<file path="src/rtl/mxint8_block_quantizer_pkg.sv">
// rtl/mxint8_block_quantizer_pkg.sv - shared constants, FSM states and float32 field helpers
//
// Purpose: MXINT8 format constants (element magnitude limit, fraction bits,
// NaN scale code), the block quantizer FSM state type and float32 field
// extraction helpers used by the quantizer and its element sub-module.
// Ports: none (package).
package mxint8_block_quantizer_pkg;

  localparam logic [7:0] MXINT8_ELEM_MAX  = 8'd127;
  localparam int         MXINT8_FRAC_BITS = 6;
  localparam logic [7:0] SCALE_NAN        = 8'hFF;
  localparam int         FLOAT32_MANT_W   = 23;

  typedef enum logic [1:0] {
    ST_COLLECT,
    ST_QUANT,
    ST_OUTPUT
  } state_e;

  function automatic logic float32_sign(input logic [31:0] f);
    return f[31];
  endfunction

  function automatic logic [7:0] float32_exp(input logic [31:0] f);
    return f[30:23];
  endfunction

  function automatic logic [22:0] float32_mant(input logic [31:0] f);
    return f[22:0];
  endfunction

endpackage

</file>
<file path="src/rtl/mxint8_block_quantizer_if.sv">
// rtl/mxint8_block_quantizer_if.sv - float32 input stream and MXINT8 block output bundle
//
// Purpose: groups the element input handshake and the block output handshake.
// Signals:
//   i_valid / o_ready / i_float32         element input stream
//   o_valid / i_ready                     block output handshake
//   o_scale                               shared E8M0 scale (0xFF = NaN block)
//   o_mxint8_elements[BLOCK_SIZE]         int8 two's-complement elements
//   o_saturated                           some element clamped to +/-127
// Modports: master = producer/consumer side, slave = quantizer side.
interface mxint8_block_quantizer_if #(
  parameter int BLOCK_SIZE = 32
);

  logic        i_valid;
  logic        o_ready;
  logic [31:0] i_float32;
  logic        o_valid;
  logic        i_ready;
  logic [7:0]  o_scale;
  logic [7:0]  o_mxint8_elements [BLOCK_SIZE];
  logic        o_saturated;

  modport master (
    output i_valid, i_float32, i_ready,
    input  o_ready, o_valid, o_scale, o_mxint8_elements, o_saturated
  );

  modport slave (
    input  i_valid, i_float32, i_ready,
    output o_ready, o_valid, o_scale, o_mxint8_elements, o_saturated
  );

endinterface

</file>
<file path="src/rtl/mxint8_element_quantize.sv">
// rtl/mxint8_element_quantize.sv - combinational float32 to int8 conversion against a shared scale
//
// Purpose: converts one float32 into an MXINT8 element relative to scale S,
// element = round_half_away(value / 2^(S-127-6)), clamped to +/-127.
// Ports:
//   float32    in   32  IEEE-754 single input
//   scale      in   8   shared E8M0 scale of the block (0xFF = NaN block)
//   element    out  8   two's-complement element
//   saturated  out  1   magnitude was clamped to 127
module mxint8_element_quantize
  import mxint8_block_quantizer_pkg::*;
(
  input  logic [31:0] float32,
  input  logic [7:0]  scale,
  output logic [7:0]  element,
  output logic        saturated
);

  logic [7:0]  exp_field;
  logic [7:0]  diff;
  logic [23:0] sig;
  logic [4:0]  shamt;
  logic [7:0]  shifted;
  logic        round_bit;
  logic [8:0]  mag;
  logic [7:0]  mag_sat;

  always_comb begin
    element   = '0;
    saturated = 1'b0;
    mag_sat   = '0;
    exp_field = float32_exp(float32);
    // Scale is the block maximum, so diff never goes negative for a valid block.
    diff      = scale - exp_field;
    sig       = {1'b1, float32_mant(float32)};
    // Leading one lands at bit 6 of the integer result when diff == 0.
    shamt     = 5'(FLOAT32_MANT_W - MXINT8_FRAC_BITS) + {2'b00, diff[2:0]};
    shifted   = 8'(sig >> shamt);
    round_bit = sig[shamt - 5'd1];
    mag       = {1'b0, shifted} + {8'b0, round_bit};
    if (exp_field != 8'h00 && exp_field != 8'hFF && scale != SCALE_NAN && diff < 8'd8) begin
      if (mag > {1'b0, MXINT8_ELEM_MAX}) begin
        mag_sat   = MXINT8_ELEM_MAX;
        saturated = 1'b1;
      end else begin
        mag_sat = mag[7:0];
      end
      element = float32_sign(float32) ? -mag_sat : mag_sat;
    end
  end

endmodule

</file>
<file path="src/rtl/mxint8_block_quantizer.sv">
// rtl/mxint8_block_quantizer.sv - streams BLOCK_SIZE float32 scalars into one MXINT8 block
//
// Purpose: collects BLOCK_SIZE float32 elements, derives the shared scale
// (max biased exponent, 0xFF if any Inf/NaN), quantizes one element per
// cycle, then presents the block until the consumer takes it.
// Ports:
//   i_clk    in  1   clock, rising edge
//   i_rst_n  in  1   asynchronous active-low reset
//   bus      slave modport of mxint8_block_quantizer_if (element input
//            stream, block output handshake, scale, elements, saturation)
module mxint8_block_quantizer
  import mxint8_block_quantizer_pkg::*;
#(
  parameter int BLOCK_SIZE = 32
) (
  input  logic                     i_clk,
  input  logic                     i_rst_n,
  mxint8_block_quantizer_if.slave  bus
);

  localparam int                IDX_W    = $clog2(BLOCK_SIZE);
  localparam logic [IDX_W-1:0]  IDX_LAST = IDX_W'(BLOCK_SIZE - 1);

  state_e           state_q, state_d;
  logic [IDX_W-1:0] idx_q;
  logic [7:0]       max_exp_q;
  logic             nan_q;
  logic [7:0]       scale_q;
  logic             sat_q;
  logic [31:0]      buffer_q [BLOCK_SIZE];
  logic [7:0]       elem_q   [BLOCK_SIZE];

  logic             ready_c;
  logic             valid_c;
  logic             accept;
  logic             last_idx;
  logic [7:0]       in_exp;
  logic [7:0]       max_exp_next;
  logic             nan_next;
  logic [7:0]       q_elem;
  logic             q_sat;

  assign accept       = bus.i_valid && ready_c;
  assign last_idx     = (idx_q == IDX_LAST);
  assign in_exp       = float32_exp(bus.i_float32);
  assign max_exp_next = (accept && in_exp > max_exp_q) ? in_exp : max_exp_q;
  assign nan_next     = nan_q | (accept && in_exp == 8'hFF);

  always_ff @(posedge i_clk or negedge i_rst_n) begin
    if (!i_rst_n) state_q <= ST_COLLECT;
    else          state_q <= state_d;
  end

  always_comb begin
    state_d = state_q;
    ready_c = 1'b0;
    valid_c = 1'b0;
    case (state_q)
      ST_COLLECT: begin
        ready_c = 1'b1;
        if (accept && last_idx) state_d = ST_QUANT;
      end
      ST_QUANT: begin
        if (last_idx) state_d = ST_OUTPUT;
      end
      ST_OUTPUT: begin
        valid_c = 1'b1;
        if (bus.i_ready) state_d = ST_COLLECT;
      end
      default: state_d = ST_COLLECT;
    endcase
  end

  // Input buffer needs no reset: every entry is rewritten before it is read.
  always_ff @(posedge i_clk) begin
    if (accept) buffer_q[idx_q] <= bus.i_float32;
  end

  mxint8_element_quantize u_quant (
    .float32   (buffer_q[idx_q]),
    .scale     (scale_q),
    .element   (q_elem),
    .saturated (q_sat)
  );

  always_ff @(posedge i_clk or negedge i_rst_n) begin
    if (!i_rst_n) begin
      idx_q     <= '0;
      max_exp_q <= '0;
      nan_q     <= 1'b0;
      scale_q   <= '0;
      sat_q     <= 1'b0;
      for (int k = 0; k < BLOCK_SIZE; k++) elem_q[k] <= '0;
    end else begin
      case (state_q)
        ST_COLLECT: begin
          if (accept) begin
            // Power-of-two block size: the index wraps to 0 after the last element.
            idx_q <= idx_q + 1'b1;
            if (last_idx) begin
              scale_q   <= nan_next ? SCALE_NAN : max_exp_next;
              sat_q     <= 1'b0;
              max_exp_q <= '0;
              nan_q     <= 1'b0;
            end else begin
              max_exp_q <= max_exp_next;
              nan_q     <= nan_next;
            end
          end
        end
        ST_QUANT: begin
          elem_q[idx_q] <= q_elem;
          sat_q         <= sat_q | q_sat;
          idx_q         <= idx_q + 1'b1;
        end
        default: ;
      endcase
    end
  end

  assign bus.o_ready           = ready_c;
  assign bus.o_valid           = valid_c;
  assign bus.o_scale           = scale_q;
  assign bus.o_mxint8_elements = elem_q;
  assign bus.o_saturated       = sat_q;

endmodule

</file>
<file path="src/flat_wrapper.sv">
// flat-port wrapper written by rule: the top's interface ports become plain ports
module mxint8_block_quantizer_flat import mxint8_block_quantizer_pkg::*;
#(
  parameter int BLOCK_SIZE = 32
)
  (i_clk, i_rst_n, bus_i_valid, bus_i_float32, bus_i_ready, bus_o_ready, bus_o_valid, bus_o_scale, bus_o_mxint8_elements, bus_o_saturated);
  mxint8_block_quantizer_if #(.BLOCK_SIZE(BLOCK_SIZE)) bus_i ();
  input  logic i_clk;
  input  logic i_rst_n;
  input wire logic [$bits(bus_i.i_valid)-1:0] bus_i_valid;
  input wire logic [$bits(bus_i.i_float32)-1:0] bus_i_float32;
  input wire logic [$bits(bus_i.i_ready)-1:0] bus_i_ready;
  output wire logic [$bits(bus_i.o_ready)-1:0] bus_o_ready;
  output wire logic [$bits(bus_i.o_valid)-1:0] bus_o_valid;
  output wire logic [$bits(bus_i.o_scale)-1:0] bus_o_scale;
  output wire logic [$bits(bus_i.o_mxint8_elements)-1:0] bus_o_mxint8_elements;
  output wire logic [$bits(bus_i.o_saturated)-1:0] bus_o_saturated;
  assign bus_i.i_valid = bus_i_valid;
  assign bus_i.i_float32 = bus_i_float32;
  assign bus_i.i_ready = bus_i_ready;
  assign bus_o_ready = bus_i.o_ready;
  assign bus_o_valid = bus_i.o_valid;
  assign bus_o_scale = bus_i.o_scale;
  assign bus_o_mxint8_elements = {>>{bus_i.o_mxint8_elements}};
  assign bus_o_saturated = bus_i.o_saturated;
  mxint8_block_quantizer #(.BLOCK_SIZE(BLOCK_SIZE)) u_core (.i_clk(i_clk), .i_rst_n(i_rst_n), .bus(bus_i));
endmodule
</file>
<file path="config.mk">
export PLATFORM = sky130hd
export DESIGN_NAME = mxint8_block_quantizer_flat
export DESIGN_NICKNAME = d
export VERILOG_FILES = /design/src/rtl/mxint8_block_quantizer_pkg.sv /design/src/rtl/mxint8_block_quantizer_if.sv /design/src/rtl/mxint8_element_quantize.sv /design/src/rtl/mxint8_block_quantizer.sv /design/src/flat_wrapper.sv
export SDC_FILE = /design/constraint.sdc
export NUM_CORES = 1
export LEC_CHECK = 0
export BUFFER_PORTS_ARGS = -buffer_cell sky130_fd_sc_hd__buf_2
export CELL_PAD_IN_SITES_DETAIL_PLACEMENT = 2
export CELL_PAD_IN_SITES_GLOBAL_PLACEMENT = 2
export CORE_ASPECT_RATIO = 0.9
export CORE_MARGIN = 2
export CORE_UTILIZATION = 43
export CTS_BUF_LIST = sky130_fd_sc_hd__clkbuf_16
export CTS_CLUSTER_SIZE = 16
export DETAILED_ROUTE_END_ITERATION = 16
export GPL_TIMING_DRIVEN = 0
export PLACE_DENSITY_LB_ADDON = 0.1
export SETUP_SLACK_MARGIN = 0.05
export SLEW_MARGIN = 15
export SYNTH_ARGS = -nofsm -noshare
export SYNTH_HDL_FRONTEND = slang
export SYNTH_SLANG_ARGS = --single-unit
</file>
<file path="constraint.sdc">
create_clock -name i_clk -period 8.6 [get_ports i_clk]
set_input_delay 0.43 -clock i_clk [delete_from_list [all_inputs] [get_ports i_clk]]
set_output_delay 0.43 -clock i_clk [all_outputs]
set_load 0.02 [all_outputs]
</file>
# [Word level (Yosys, flattened, before mapping)]
# Memory sizes are Yosys's and may differ from the RTL's.
# Index checks and enable logic that the tools add are counted.
[word_totals] regBits=281 latchBits=0 ram_bits=1024 mem_bits_ro=0 inputBits=36 output_inout_bits=267 wordCells=110 n_memories=1
[memory_table] memory="u_core.buffer_q" depth=32 word_bits=32 rd=1 rd_ports_with_merged_regs=0 wr=1 line_no="mxint8_block_quantizer.sv:30" rtl="logic [31:0] buffer_q [BLOCK_SIZE];"
[classes] n_addsub=6 mul=0 div=0 n_lt_le_gt_ge=6 n_eq_ne=11 n_shift=1 muxes=28 n_bitwise=3 reduce_logical=16
[ops] cell="256-bit bitwise mux" n=1
[ops] cell="8-bit two-way mux" n=8
[ops] cell="8-bit demux with 5-bit select" n=1
[ops] cell="24-bit by 5-bit right shift with 8-bit output" n=1
[ops] cell="8-bit != test (second input constant)" n=2
[ops] cell="1-bit two-way mux" n=10
[ops] cell="5-bit case mux with 2 select lines" n=1
[ops] cell="8-bit by 1-bit adder with 9-bit output" n=1
[ops] cell="9-bit by 7-bit > comparator with 1-bit output (second input constant)" n=1
[ops] cell="3-bit AND reduction" n=3
[ops] cell="8-bit == test (second input constant)" n=1
[ops] cell="8-bit > comparator" n=1
[ops] cell="1-bit logical AND" n=8
[ops] cell="8-bit by 4-bit < comparator with 1-bit output (second input constant)" n=1
[ops] cell="2-bit by 1-bit != test with 1-bit output (second input constant)" n=4
[ops] cell="8-bit negation" n=1
[ops] cell="8-bit nonzero test" n=1
[ops] cell="8-bit subtractor" n=1
[ops] cell="6-bit greater-or-equal comparator (second input constant)" n=1
[ops] cell="5-bit by 6-bit < comparator with 1-bit output (second input constant)" n=1
[ops] cell="6-bit by 1-bit < comparator with 1-bit output (second input constant)" n=1
[ops] cell="2-bit two-way mux" n=3
[ops] cell="5-bit inverter with 6-bit output" n=1
[ops] cell="2-bit case mux with 3 select lines" n=1
[ops] cell="14 further kinds" n=16

# [Logic depth before layout (Yosys ltp)]
# An unclocked memory read counts as a cell.
[logic_depth] depth_word=14 ltp_mapped=34

# [By module]
# Synthesis repeated with hierarchy kept, for this count alone.
[hier_totals] cells_unflattened=2491 hier_area_um2=50837.5
[by_module_without_submodules] mod="mxint8_block_quantizer" n_inst=1 cells_each=2313 area_each_um2=49502.5
[by_module_without_submodules] mod="mxint8_element_quantize" n_inst=1 cells_each=178 area_each_um2=1335.0

# [Least setup slack after synthesis]
# No wires, ideal clock.
[synth_timing] path_kind="flip-flop to flip-flop" startpoint="register u_core.idx_q[0]" endpoint="register u_core.elem_q (netlist bit u_core.bus.o_mxint8_elements[116])" setup_time_ns=0.143 arrival_time_ns=6.952 t_required_ns=8.457 path_slack_ns=1.505 stages_incl_launch_ff=32 path_buffers=9 period_less_slack_ns=7.095 path_cell_list="dfrtp_1 buf_4 buf_8 buf_4 buf_2 buf_2 mux4_2 a22oi_1 nand4_1 ha_1 clkbuf_1 inv_1 clkbuf_1 ha_1 inv_1 clkbuf_1 a21oi_1 o31ai_1 o21ai_0 and2_1 ha_1 ha_1 inv_1 o2111ai_1 a21oi_1 ha_1 and3b_1 nand3_1 mux2i_1 a22oi_1 buf_2 o31ai_1"
[synth_via] elab_chain_len=14 word_cells_on_any_way=27
[synth_lines] element="from (decl)" line_no="mxint8_block_quantizer.sv:25" rtl="logic [IDX_W-1:0] idx_q;"
[synth_lines] element="from (signal assigned)" line_no="mxint8_block_quantizer.sv:99" rtl="idx_q <= idx_q + 1'b1;"
[synth_lines] element="from (signal assigned)" line_no="mxint8_block_quantizer.sv:114" rtl="idx_q <= idx_q + 1'b1;"
[synth_lines] element="memory 32 x 32 bit"
[synth_lines] element="8-bit subtractor" line_no="mxint8_element_quantize.sv:34" rtl="diff = scale - exp_field;"
[synth_lines] element="5-bit by 3-bit adder with 5-bit output" line_no="mxint8_element_quantize.sv:37" rtl="shamt = 5'(FLOAT32_MANT_W - MXINT8_FRAC_BITS) + {2'b00, diff[2:0]};"
[synth_lines] element="5-bit by 1-bit subtractor with 5-bit output" line_no="mxint8_element_quantize.sv:39" rtl="round_bit = sig[shamt - 5'd1];"
[synth_lines] element="1-bit binary-select mux with 5-bit select" line_no="mxint8_element_quantize.sv:39"
[synth_lines] element="1-bit two-way mux (implied by the code)" line_no="mxint8_element_quantize.sv:39"
[synth_lines] element="8-bit by 1-bit adder with 9-bit output" line_no="mxint8_element_quantize.sv:40" rtl="mag = {1'b0, shifted} + {8'b0, round_bit};"
[synth_lines] element="9-bit by 7-bit > comparator with 1-bit output" line_no="mxint8_element_quantize.sv:42" rtl="if (mag > {1'b0, MXINT8_ELEM_MAX}) begin"
[synth_lines] element="8-bit two-way mux" line_no="mxint8_element_quantize.sv:42"
[synth_lines] element="8-bit two-way mux" line_no="mxint8_element_quantize.sv:41" rtl="if (exp_field != 8'h00 && exp_field != 8'hFF && scale != SCALE_NAN && diff < 8'd8) begin"
[synth_lines] element="8-bit negation" line_no="mxint8_element_quantize.sv:48" rtl="element = float32_sign(float32) ? -mag_sat : mag_sat;"
[synth_lines] element="8-bit two-way mux" line_no="mxint8_element_quantize.sv:48"
[synth_lines] element="8-bit two-way mux" line_no="mxint8_element_quantize.sv:41"
[synth_lines] element="256-bit bitwise mux (*)" line_no="mxint8_block_quantizer.sv:112" rtl="elem_q[idx_q] <= q_elem;"
[synth_lines] element="to (signal, indexed assignment)" line_no="mxint8_block_quantizer.sv:112"
[synth_lines] element="to (decl)" line_no="mxint8_block_quantizer.sv:31" rtl="logic [7:0] elem_q [BLOCK_SIZE];"
# Mark *: on every way between the ends. The rest lies on a longest branch, timed or not. The select of a mux whose other input is x is not followed.
# A chain may end at the register's enable or synchronous reset.

# [Worst setup path after layout]
[layout_timing] startpoint="register u_core.idx_q[2]" endpoint="register u_core.elem_q (netlist bit u_core.bus.o_mxint8_elements[28])"
# Same word-level chain as after synthesis.

==> impl_results.md <==
- Status: completed
- Global Route Usage Sum: 29.8%
- Most frequent CP cell: ha_1
- Max-slew headroom: 14.0%
- Power, Total: 21.3 mW
- Xor/xnor share of the synthesized area: 0.427%
- Initial antenna violation count: 8
- Fraction of layout cells with a size suffix above 1: 27.6%
- Synth Area in Adders: 0.848%
- Synth Area in Compound Gates: 8.39%
- Post-Synthesis Cell Area: 39,200 sq um
- Main combinational cell family by area after synthesis: multiplexers
- CP endpoint kind: flip-flop
- Register area share after synthesis: 71.8%
- Fillers: 8,281
- Wire length of the first global-routing pass: 200 mm
- Fin. Hold Viols: 0
- Crit path arrival time: 8.77 ns
- First-pass DRT Iterations: 5
- Number of flops mapped to enable cells by yosys: 704
- Post-DP HPWL: 93.7 mm
- Die width: 322 microns
- Die Y: 291 microns
- Fmax achieved: 0.122 GHz
- Crit path time final: 8.19 ns
- Core Area: 90,800 sq um
- Ports: 303
- Clock skew: 0.0336 ns
- Met1 Use GR: 39.8%
- CTS Buffer Depth: 3
- Hold Slack: 0.0872 ns
- Mapped Cells: 2,430
- Syn Nets: 2,492
- Synth Flop Type: edfxtp_1
- Busiest grt layer: met2
- H-tree Lvls: 3
- Slew Limit Fails: 0
- Most common cell after layout, fill and taps aside: edfxtp_1
- Vias per cell: 5.96
- WL/cell: 33.2 microns
- WP depth: 31
- Commonest cells after routing, fill and taps aside: edfxtp_1, nand2_1, buf_2
- Row Count: 105
- Overall routed net length: 139 mm
- Met2 usage: 50.3%
- Async SR Flop Fraction: 28.5%
- Antenna-violating nets left: 0
- Power density over cell area: 455 nW/um^2
- Clock latency on the worst-skew pair: 0.70 ns
- Worst hold path class: in2reg
- Worst-Margin Slew: 1.29 ns
- Tcrit/Tclk final: 95.2%
- Clock root buffer: clkbuf_16
- Hold Path Depth: 3
- Mux cell area share after synthesis: 10.3%
- Top cell type's share of synthesized area: 53.9%
- CTS tree: built
- CP required: 9.18 ns
- Top cell type by total area after synthesis: edfxtp_1
- Critical path's top delay family: buffers and inverters
- Warnings, synthesis: 0
- Die ar.: 93,700 sq um
- Area delta synth->final: 19.5%
- Worst setup margin: 0.409 ns
- Initial cell density of the core: 43.2%
- Top post-synthesis cells by area: edfxtp_1, dfrtp_1, mux4_2
- Vias: 25.0k
- Max-cap viol count: 0
- PortBufs: 292
- Final setup viols: 0
- CP Class: reg2reg
- DRC violations left: 0
- Layout Nets: 2,930
- Clock buffer count from CTS: 104
- Crit-path max FO: 10
- Grt total ovfl: 0
- Worst reg2reg path depth: 31
- Slowest cell on the critical path: nor3_2
- Synth Register Bits: 985
- Clock transition at path regs: 0.06 ns
- Sequential Area: 28,200 sq um
- RSZ-0062 raised after global routing: no
- Largest net degree at the start of global routing: 97
- P_leak: 17.6 nW
- Startpoint Class: flip-flop
- Initial DRC count: 2,114
- Global Route met3 Usage: 4.33%
- Clk sink count: 985
- Layout Utilization: 51.6%
- Max stage delay on crit path: 0.68 ns
- Setup slack at placement: -1.79 ns
- Post-Synth Simple-Gate Area: 6.04%
- Multi-input gate area: 10,500 sq um
- Syn avg cell area: 16.1 sq um
- VDD IR max: 0.713 mV
- Vias in the first global route: 26.8k
- Worst path bufs/invs: 9
- Synth cell types: 72
- RD Place Congestion: 0.811
## routing by layer
layer | vias to the layer above | part of all wire, % | wire, microns
li1 | 10300 | - | -
met1 | 13400 | 41 | 57000
met2 | 965 | 50 | 69100
met3 | 248 | 5.9 | 8180
met4 | 8 | 3.2 | 4490
met5 | - | 0.037 | 52
## cell type report
class | count | area share [%]
clock inverters | 86 | 1.31
diodes | 1 | 0.00534
inverters | 27 | 0.216
plain buffers | 150 | 1.75
well taps | 1230 | 3.28
multi-input cells | 1263 | 22.4
clock buffers | 106 | 5.66
flip-flops and latches | 985 | 60.1
repair buffers | 337 | 5.25
## where the power goes
group | internal [mW] | switching [mW]
Clock | 2.44 | 1.95
Combinational | 3.56 | 7.86
Sequential | 5.38 | 0.144
Total | 11.4 | 9.95
## metrics by stage
step	instances	cell area, sq um	setup TNS, ns
final	4185	46900	0
after global routing	4184	46900	0
after floorplan	2430	39200	0
after detailed placement	3992	43500	-321.09
after global placement	3952	42200	-431.46
after CTS	4183	46800	0
## sequential cells by signal, indices dropped and copies added, names as in the netlist
| name | cells |
|---|---|
| u_core.max_exp_q | 8 |
| u_core.bus.o_saturated | 1 |
| u_core.idx_q | 5 |
| u_core.bus.o_mxint8_elements | 256 |
| u_core.state_q | 2 |
| u_core.nan_q | 1 |
| u_core.bus.o_scale | 8 |
| u_core.buffer_q | 704 |
## synth_stat cells (12+ instances only)
cell,number
edfxtp_1,704
nand2_1,322
dfrtp_1,281
o21ai_0,134
mux4_2,130
a22oi_1,98
clkbuf_1,93
mux2i_1,91
nor2_1,68
o31ai_1,52
o31ai_2,47
o21ai_1,46
nand4_1,30
buf_2,29
a21oi_1,27
inv_1,26
ha_1,25
mux2_2,18
xnor2_1,13
nand3_1,12
## logic make-up (layout without fill, tap and decap cells)
family,after synthesis,in the layout
flip-flops,985,985
multiplexers,239,239
buffers and inverters,182,706
AND/OR/NAND/NOR,517,517
adder cells (fa/ha/maj),26,26
XOR/XNOR,17,17
AO/OA/AOI/OAI,464,464
other,0,1
## worst paths after layout
check / start / endpoint / slack, ns
hold reg to reg: u_core.bus.o_mxint8_elements[116] / u_core.bus.o_mxint8_elements[116] / 0.47
min in group asynchronous: i_rst_n / u_core.bus.o_mxint8_elements[50] / 0.38
max in group asynchronous: i_rst_n / u_core.max_exp_q[3] / 6.74
hold / removal: bus_i_ready / u_core.state_q[1] / 0.09
setup / recovery: u_core.idx_q[2] / u_core.bus.o_mxint8_elements[28] / 0.41
setup reg to reg: u_core.idx_q[2] / u_core.bus.o_mxint8_elements[28] / 0.41
## worst reg2reg max path: cells and delay by family (launching register included)
family | cells | cell delay [ns]
AO/OA/AOI/OAI | 9 | 1.87
multiplexers | 2 | 0.36
adder cells (fa/ha/maj) | 4 | 1.13
buffers and inverters | 9 | 2.38
XOR/XNOR | 1 | 0.58
AND/OR/NAND/NOR | 6 | 1.41
flip-flops | 1 | 0.36
## repair_timing
| item | in CTS | in global routing |
|---|---|---|
| resized for setup | 39 | 19 |
| buffers inserted | 3 | 1 |
| pin swaps | 3 | 2 |
| hold buffers | 1 | 0 |
| endpoints found under the setup margin | 257 | 231 |
| endpoints found under the hold margin | 95 | 0 |
(Power assumes the default switching activity.)
